[src/rtl/gen_scheduler.sv]
// Generation sequencer and board-RAM arbiter for the Game of Life core.
// Latency: grants/mem_* combinational; eng_start 1 cycle after the COMPUTE decision; rvalid 1 cycle after a read grant.
// Backpressure: fixed priority display > editor > engine; editor is stalled (no grant) while a generation is in flight.
//
// Ports:
//   clk, rst_n                    clock, asynchronous active-low reset
//   run, step, vblank             user run level, single-step pulse, vertical blanking level
//   disp_* / edit_* / eng_*       requester ports (req, we, addr, wdata) and their gnt/rvalid
//   mem_addr/mem_we/mem_wdata     single-port board RAM; mem_addr = {bank, cell-word address}
//   eng_start, eng_done           life engine handshake (one-cycle pulses)
//   buf_sel, gen_count, busy      displayed bank, completed generations, generation in flight
module gen_scheduler #(
    parameter int LOG_WAIT_COUNT = 24,
    parameter int ADDR_WIDTH     = 12,
    parameter int DATA_WIDTH     = 16
) (
    input  logic                  clk,
    input  logic                  rst_n,
    input  logic                  run,
    input  logic                  step,
    input  logic                  vblank,
    input  logic                  disp_req,
    input  logic [ADDR_WIDTH-1:0] disp_addr,
    input  logic                  edit_req,
    input  logic                  edit_we,
    input  logic [ADDR_WIDTH-1:0] edit_addr,
    input  logic [DATA_WIDTH-1:0] edit_wdata,
    input  logic                  eng_req,
    input  logic                  eng_we,
    input  logic [ADDR_WIDTH-1:0] eng_addr,
    input  logic [DATA_WIDTH-1:0] eng_wdata,
    output logic                  disp_gnt,
    output logic                  edit_gnt,
    output logic                  eng_gnt,
    output logic                  disp_rvalid,
    output logic                  edit_rvalid,
    output logic                  eng_rvalid,
    output logic [ADDR_WIDTH:0]   mem_addr,
    output logic                  mem_we,
    output logic [DATA_WIDTH-1:0] mem_wdata,
    output logic                  eng_start,
    input  logic                  eng_done,
    output logic                  buf_sel,
    output logic [15:0]           gen_count,
    output logic                  busy
);

    typedef enum logic [1:0] {
        IDLE      = 2'd0,
        RUN_WAIT  = 2'd1,
        COMPUTE   = 2'd2,
        SWAP_WAIT = 2'd3
    } state_t;

    state_t                    state;
    state_t                    state_nxt;
    logic [LOG_WAIT_COUNT-1:0] timer;
    logic [LOG_WAIT_COUNT-1:0] timer_nxt;
    logic                      swap;
    logic                      edit_allow;

    // ------------------------------------------------------------------
    // Sequencer next-state logic
    // ------------------------------------------------------------------
    always_comb begin
        state_nxt = state;
        timer_nxt = timer;
        swap      = 1'b0;
        unique case (state)
            IDLE: begin
                timer_nxt = '0;
                // step takes precedence over run
                if (step) begin
                    state_nxt = COMPUTE;
                end else if (run) begin
                    state_nxt = RUN_WAIT;
                end
            end
            RUN_WAIT: begin
                if (!run) begin
                    state_nxt = IDLE;
                    timer_nxt = '0;
                end else if (&timer) begin
                    // all-ones reached: exactly 2^LOG_WAIT_COUNT cycles spent here
                    state_nxt = COMPUTE;
                    timer_nxt = '0;
                end else begin
                    timer_nxt = timer + LOG_WAIT_COUNT'(1);
                end
            end
            COMPUTE: begin
                // run/step have no effect; a started generation always finishes
                if (eng_done) begin
                    state_nxt = SWAP_WAIT;
                end
            end
            SWAP_WAIT: begin
                // bank swap only inside blanking so a frame never shows a mix of banks
                if (vblank) begin
                    swap      = 1'b1;
                    timer_nxt = '0;
                    state_nxt = run ? RUN_WAIT : IDLE;
                end
            end
            default: begin
                state_nxt = IDLE;
                timer_nxt = '0;
            end
        endcase
    end

    always_ff @(posedge clk or negedge rst_n) begin
        if (!rst_n) begin
            state     <= IDLE;
            timer     <= '0;
            buf_sel   <= 1'b0;
            gen_count <= 16'd0;
            eng_start <= 1'b0;
        end else begin
            state     <= state_nxt;
            timer     <= timer_nxt;
            // pulse only on entry into COMPUTE
            eng_start <= (state_nxt == COMPUTE) && (state != COMPUTE);
            if (swap) begin
                buf_sel   <= ~buf_sel;
                gen_count <= gen_count + 16'd1;
            end
        end
    end

    assign busy = (state == COMPUTE) || (state == SWAP_WAIT);

    // ------------------------------------------------------------------
    // RAM arbitration
    // ------------------------------------------------------------------
    // The editor is held off while the engine owns the generation, so an edit
    // cannot land in the display bank just before that bank is swapped out.
    assign edit_allow = (state == IDLE) || (state == RUN_WAIT);

    always_comb begin
        disp_gnt  = 1'b0;
        edit_gnt  = 1'b0;
        eng_gnt   = 1'b0;
        mem_addr  = '0;
        mem_we    = 1'b0;
        mem_wdata = '0;
        if (disp_req) begin
            disp_gnt = 1'b1;
            mem_addr = {buf_sel, disp_addr};
        end else if (edit_req && edit_allow) begin
            edit_gnt  = 1'b1;
            mem_addr  = {buf_sel, edit_addr};
            mem_we    = edit_we;
            mem_wdata = edit_wdata;
        end else if (eng_req) begin
            eng_gnt   = 1'b1;
            // engine reads the displayed bank and writes the hidden one
            mem_addr  = {(eng_we ? ~buf_sel : buf_sel), eng_addr};
            mem_we    = eng_we;
            mem_wdata = eng_wdata;
        end
    end

    // RAM read latency is one cycle; tag the returning data with its owner.
    always_ff @(posedge clk or negedge rst_n) begin
        if (!rst_n) begin
            disp_rvalid <= 1'b0;
            edit_rvalid <= 1'b0;
            eng_rvalid  <= 1'b0;
        end else begin
            disp_rvalid <= disp_gnt;
            edit_rvalid <= edit_gnt & ~edit_we;
            eng_rvalid  <= eng_gnt & ~eng_we;
        end
    end

endmodule

[config.mk]
export PLATFORM = sky130hd
export DESIGN_NAME = gen_scheduler
export DESIGN_NICKNAME = d
export VERILOG_FILES = /design/src/rtl/gen_scheduler.sv
export SDC_FILE = /design/constraint.sdc
export NUM_CORES = 1
export LEC_CHECK = 0
export CAP_MARGIN = 5
export CORE_UTILIZATION = 25
export CTS_CLUSTER_DIAMETER = 150
export DETAILED_ROUTE_END_ITERATION = 8
export PLACE_DENSITY = 0.65
export SYNTH_ARGS = -nofsm -noshare
export SYNTH_HDL_FRONTEND = slang
export SYNTH_SLANG_ARGS = --single-unit
export TNS_END_PERCENT = 30
[constraint.sdc]
create_clock -name clk -period 2.4 [get_ports clk]
set_input_delay 0.6 -clock clk [delete_from_list [all_inputs] [get_ports clk]]
set_output_delay 0.6 -clock clk [all_outputs]
set_load 0.1 [all_outputs]
# Word-level counts from Yosys, hierarchy flattened
# Index checks and enable logic that the tools add are counted.
# word_totals
register_bits,47
wordCells,59
output_inout_bits,55
in_bits,79
# op_classes
n_addsub,2
eq_ne,6
reduce_logical,8
n_bitwise,5
muxes,30
# op_table
cell,n
24-bit two-way mux,3
24-bit one-hot mux with 3 select lines,1
16-bit two-way mux,3
13-bit two-way mux,3
24-bit by 1-bit adder with 24-bit output (second input constant),1
24-bit AND reduction,1
16-bit by 1-bit adder with 16-bit output (second input constant),1
1-bit two-way mux,13
2-bit two-way mux,6
2-bit one-hot mux with 4 select lines,1
2-bit == test (second input constant),3
2-bit inequality test (second input constant),2
1-bit NOT,3
3-bit nonzero test,1
1-bit bitwise AND,2
2-bit by 1-bit == test with 1-bit output (second input constant),1
1-bit logical AND,2
2-bit logical NOT,1
1-bit logical OR,2
2-bit AND reduction,1

# Longest topological paths before layout
# Gate-level depths: netlist of run 1.
# logic_depth
word_depth,6
ltp_mapped,7
ltp_nobuf,5

# Worst setup path after synthesis of run 1
# Ideal clock, no wire load.
# synth_timing
path_type,input-to-output
startpoint,input edit_req
endpoint,output mem_addr[10]
path_buffers,1
t_arrival_ns,2.773
required_time_ns,1.800
stages,5
path_slack_ns,-0.973
path_cell_list,nand2b_1 nand2b_1 nor2_1 clkbuf_1 a21o_1
# synth_between
elab_chain_cells,3
# synth_lines
element,line,source
"start, declared",24,"input logic edit_req,"
1-bit logical AND,150,end else if (edit_req && edit_allow) begin
13-bit two-way mux,150,
13-bit two-way mux,147,if (disp_req) begin
"end, declared",38,"output logic [ADDR_WIDTH:0] mem_addr,"
# No other way between the ends.

# Final worst setup path of run 1
# layout_timing
startpoint,input eng_we
endpoint,output mem_addr[12]
# layout_between
elab_chain_cells,4
# layout_lines
element,line,source
"start, declared",29,"input logic eng_we,"
1-bit two-way mux,158,"mem_addr = {(eng_we ? ~buf_sel : buf_sel), eng_addr};"
13-bit two-way mux,155,end else if (eng_req) begin
13-bit two-way mux,150,
13-bit two-way mux,147,
# No other way between the ends.

==> impl_summary.md, run 1 <==
Global route
The initial antenna violation count is 0. The global-route usage over all layers is 15.5%. In the global route stage, met1 resource usage came out at 19.6%.

The layer carrying the most global-route usage is met2. For this run the aggregate overflow at the end of global routing stands at 0. In the global route stage, met2 resource usage came out at 26.8%.

The global-route track usage on met3 is roughly 3.5%. The number of global-route vias before repair is 2,769. The global-route wire length before repair is approximately 14,000 um. Entering global routing, the biggest net connects 24 pins.

Clock network
Buffers added to address setup during post-CTS repair amount to 0. The total CTS buffers is 5. The tree is rooted in a clkbuf_8. Clock-pin slew was measured on the worst setup and hold paths at approximately 0.090 ns. TritonCTS built the clock tree. Counting along the longest clock path gives a buffer depth of 2. The H-tree depth reported by CTS is 2. The insertion delay of the later-clocked pin in the worst-skew pair is approximately 0.31 ns. The total clock sinks is 47.

The number of hold buffers added after CTS was 0.

Worst setup path
The critical path goes through clkdlybuf4s50_1 -> nand2b_1 -> o21ai_0 -> a22o_1 -> buf_12. The startpoint-to-endpoint class of the critical path is input port to primary output. STA classifies the critical path endpoint as a primary output. At the worst endpoint, the required time is 1.80 ns. In this design, the largest share of critical-path delay is due to buffers and inverters. The critical path contains buffers and inverters numbering 2 combined. The arrival time at the worst endpoint is roughly 1.8 ns. The largest fanout on the critical path is 4. The startpoint kind of the worst setup timing path is an input port. The cell type of the slowest stage on the worst timing path is clkdlybuf4s50_1. The delay of the slowest critical-path stage is 0.53 ns.

Timing
The transition time at the pin with the least slew margin is 0.485 ns. The worst setup slack after layout is 0.0490 ns. The final hold violation count is 0.

The worst relative slew slack is 67.7%. The max-slew violation total from the final report came to 0. On the final layout, the worst clock skew is around 0.012 ns. Based on the critical path, the design can be clocked at up to 0.425 GHz. Setup repair after global routing left no endpoint under its margin. The shortest clock period the worst path allows after layout is roughly 2.4 ns. The final number of setup-violating endpoints is 0. The part of the cycle the worst path needs is 98.0%.

Drt
The remaining routing DRC violations is 0. For this block, the initial DRC count from the detailed router was about 150. The average wire length per cell after detail routing is ~16 um. Across all layers, the routed design uses approximately 2,800 vias. In the routed layout, each cell is associated on average with a via count of approximately 4.9.

The first TritonRoute pass finished after 4 iterations. The wire length reported by the detailed router is around 8900 um. The remaining number of nets flagged by the antenna check after routing is 0.

Synth
The register bit count reported by yosys is 47. The share of flip-flops with an asynchronous set or reset after synthesis is 100%. The average instance in the mapped netlist occupies ~9.7 sq um. The leading register cell type out of synthesis is dfrtp_1.

Yosys printed 0 warnings. Synthesis produced a netlist whose cell count is 287. Yosys mapped the design onto 46 distinct sky130hd cell types. The post-synthesis instance area is ~2800 sq um. The cell taking the most area after synthesis is dfrtp_1. The number of synthesized flops with an enable pin is 0. The share of synthesized area occupied by flip-flops and latches is between 40% and 50%. The number of nets in the synthesized netlist is between 300 and 400. By area the synthesized netlist is led by dfrtp_1 42%, a22o_1 9.5%, xnor2_1 5.4%. Of the post-synthesis cell area, the dominant cell type holds between 40 and 50%.

Floorplanning
134 I/O pins were placed. The site row count is 38. The die is roughly 110 um tall. The placeable core area is approximately 11,000 sq um. The initial cell density of the core is around 26%. The floorplan step defined a die boundary enclosing roughly 12,000 sq um. The die boundary width is 107 um.

Place
The final HPWL from detailed placement is between 6000 and 7000 um. The weighted congestion reported at the end of routability-driven placement is 0.762. The number of port buffers is ~130. The worst slack after detailed placement is -0.219 ns. The placement-stage cell area is about 4700 sq um.

Cells and area
The final net count is roughly 510. The fraction of final layout cells with drive strength greater than 1 is between 20% and 30%. After filler insertion, the fill cell instance count of the layout stands at approximately 1,000. The final cell area excluding filler cells is 4860 sq um.

The total inserted antenna cells is 0. The signed area change from the synthesized netlist to the final layout is 75.2%.

Flow run
Across the run, the number of max-cap violations was 0.

Outcome
The flow ran to the end, and the final reports show no timing, DRC or antenna violations.

Pwr
The analysis attributes to net switching a power of approximately 0.002 W. Combinational cells account for 62.6% of the total power. The worst supply voltage drop on vdd is between 0.6 and 0.7 mV. Sequential cells account for roughly a quarter of the total power. For this design the static power due to leakage is 2.10 nW. The switching part of the total is 50.4%. Internal power comes to 0.00197 W. The total power is between 0.003 and 0.004 W. In this run, the clock network consumes about an eighth of the power.

In this run the power density over the cells is between 800 and 900 nW/um^2.

Worst hold path
The tightest min-delay check is of the input port to async pin type.
path summary, 6_finish.rpt:
| check | start | endpoint | slack, ns | depth (start not counted) |
|---|---|---|---|---|
| min in group clk | gen_count[15]$_DFFE_PN0P_ | gen_count[15]$_DFFE_PN0P_ | 0.48 | 1 |
| hold / removal | rst_n | gen_count[11]$_DFFE_PN0P_ | 0.24 | 1 |
| max in group asynchronous | rst_n | state[1]$_DFF_PN0_ | 1.58 | 2 |
| setup reg to reg | timer[0]$_DFFE_PN0P_ | timer[16]$_DFFE_PN0P_ | 0.37 | 5 |
| hold reg to reg | gen_count[15]$_DFFE_PN0P_ | gen_count[15]$_DFFE_PN0P_ | 0.48 | 1 |
| setup / recovery | eng_we | mem_addr[12] | 0.05 | 5 |
sequential cells by signal (all words and copies together) (netlist names):
register and flops:
timer 24, gen_count 16, state 2, buf_sel 1, disp_rvalid 1, edit_rvalid 1, eng_rvalid 1, eng_start 1
cell usage after synthesis, types with 2 or more instances:
cell type and n:
and4_1 8, nand2b_1 6, ha_1 2, a21o_1 14, a22oi_2 2, buf_4 2, or4_1 2, a22o_1 30
buf_6 2, xor2_1 4, and3_1 6, nand4_1 13, nand3_1 13, o311ai_0 2, xnor2_1 17, and2_1 4
a22oi_1 7, nor2_1 3, a21oi_1 8, o31ai_1 2, dfrtp_1 47, nand2_1 20, o21ai_0 16, inv_1 5
clkbuf_1 16, nor3_1 6, buf_2 4, or3_1 8
metrics by stage:
stage | cells | util [%] | TNS, ns | hold WS, ns
after global placement | 557 | 43.3 | -5.35 | 0.464
after floorplan | 287 | - | -3.55 | 0.304
final | 568 | 44.8 | 0 | 0.244
after global routing | 568 | 44.8 | 0 | 0.270
after detailed placement | 557 | 43.3 | -5.76 | 0.465
after CTS | 566 | 44.4 | 0 | 0.264
logic make-up (layout without fill, tap and decap cells):
logic type      count (synthesis)  count (layout)  share of synthesized area, %
flops                          47              47                          42.4
fa+ha+maj                       2               2                         0.902
buf+inv                        30             171                          5.10
simple gates                   94              94                          19.5
compound gates                 91              91                          24.7
xor+xnor                       21              21                          6.63
mux                             2               2                         0.767
worst register-to-register path, cell delays in order (launching register included):
cell and delay [ns]:
dfrtp_1 0.40, ha_1 0.20, and2_1 0.30, nand4_1 0.34, or4_1 0.58, o21ai_0 0.14
power by group through the flow:
stage	Clock, W	Combinational (W)	Sequential [W]
3_5_place_dp	0	0.00245	0.00101
4_1_cts	0.000504	0.00247	0.000996
5_1_grt	0.000542	0.00259	0.00102
3_3_place_gp	0	0.00243	0.00100
6_report	0.000488	0.00248	0.000994
2_1_floorplan	0	0.00119	0.00139
cell usage in the layout (no fill, tap or decap), drive strengths merged, types with 13 or more instances in the layout:
cell type and instances:
a21o 14, buf 79, xnor2 17, nand4 13, o21ai 16, dfrtp 47, clkdlybuf4s50 74, nand2 20
nand3 13, a22o 30
final cells by class:
cell class,instances,area [sq um],share of cell area [%]
timing repair buffer,158,1840,37.9
multi-input combinational,210,1560,32.1
sequential,47,1180,24.2
tap,140,175,3.60
clock buffer,5,68.8,1.42
clock inverter,3,18.8,0.386
inverter,5,18.8,0.386
timing repair:
item                       in CTS  in global routing
gates cloned                    1                  2
setup endpoints to repair      32                 13
pin swaps                       1                  1
resized for setup               9                  5
routing by layer:
metal | routed length, um | vias to the layer above
li1 | - | 1362
met1 | 3810 | 1359
met2 | 4470 | 76
met3 | 518 | 11
met4 | 112 | 0
met5 | 0 | -
(Power assumes the default switching activity.)
==> run 2: changes to the inputs <==
--- a/config.mk
+++ b/config.mk
@@ -8,6 +8,7 @@
 export CAP_MARGIN = 5
 export CORE_UTILIZATION = 25
 export CTS_CLUSTER_DIAMETER = 150
+export CTS_CLUSTER_SIZE = 24
 export DETAILED_ROUTE_END_ITERATION = 8
 export PLACE_DENSITY = 0.65
 export SYNTH_ARGS = -nofsm -noshare
==> results of run 2 <==
Same layout as run 1: the final DEF is identical, and so are final timing and power.
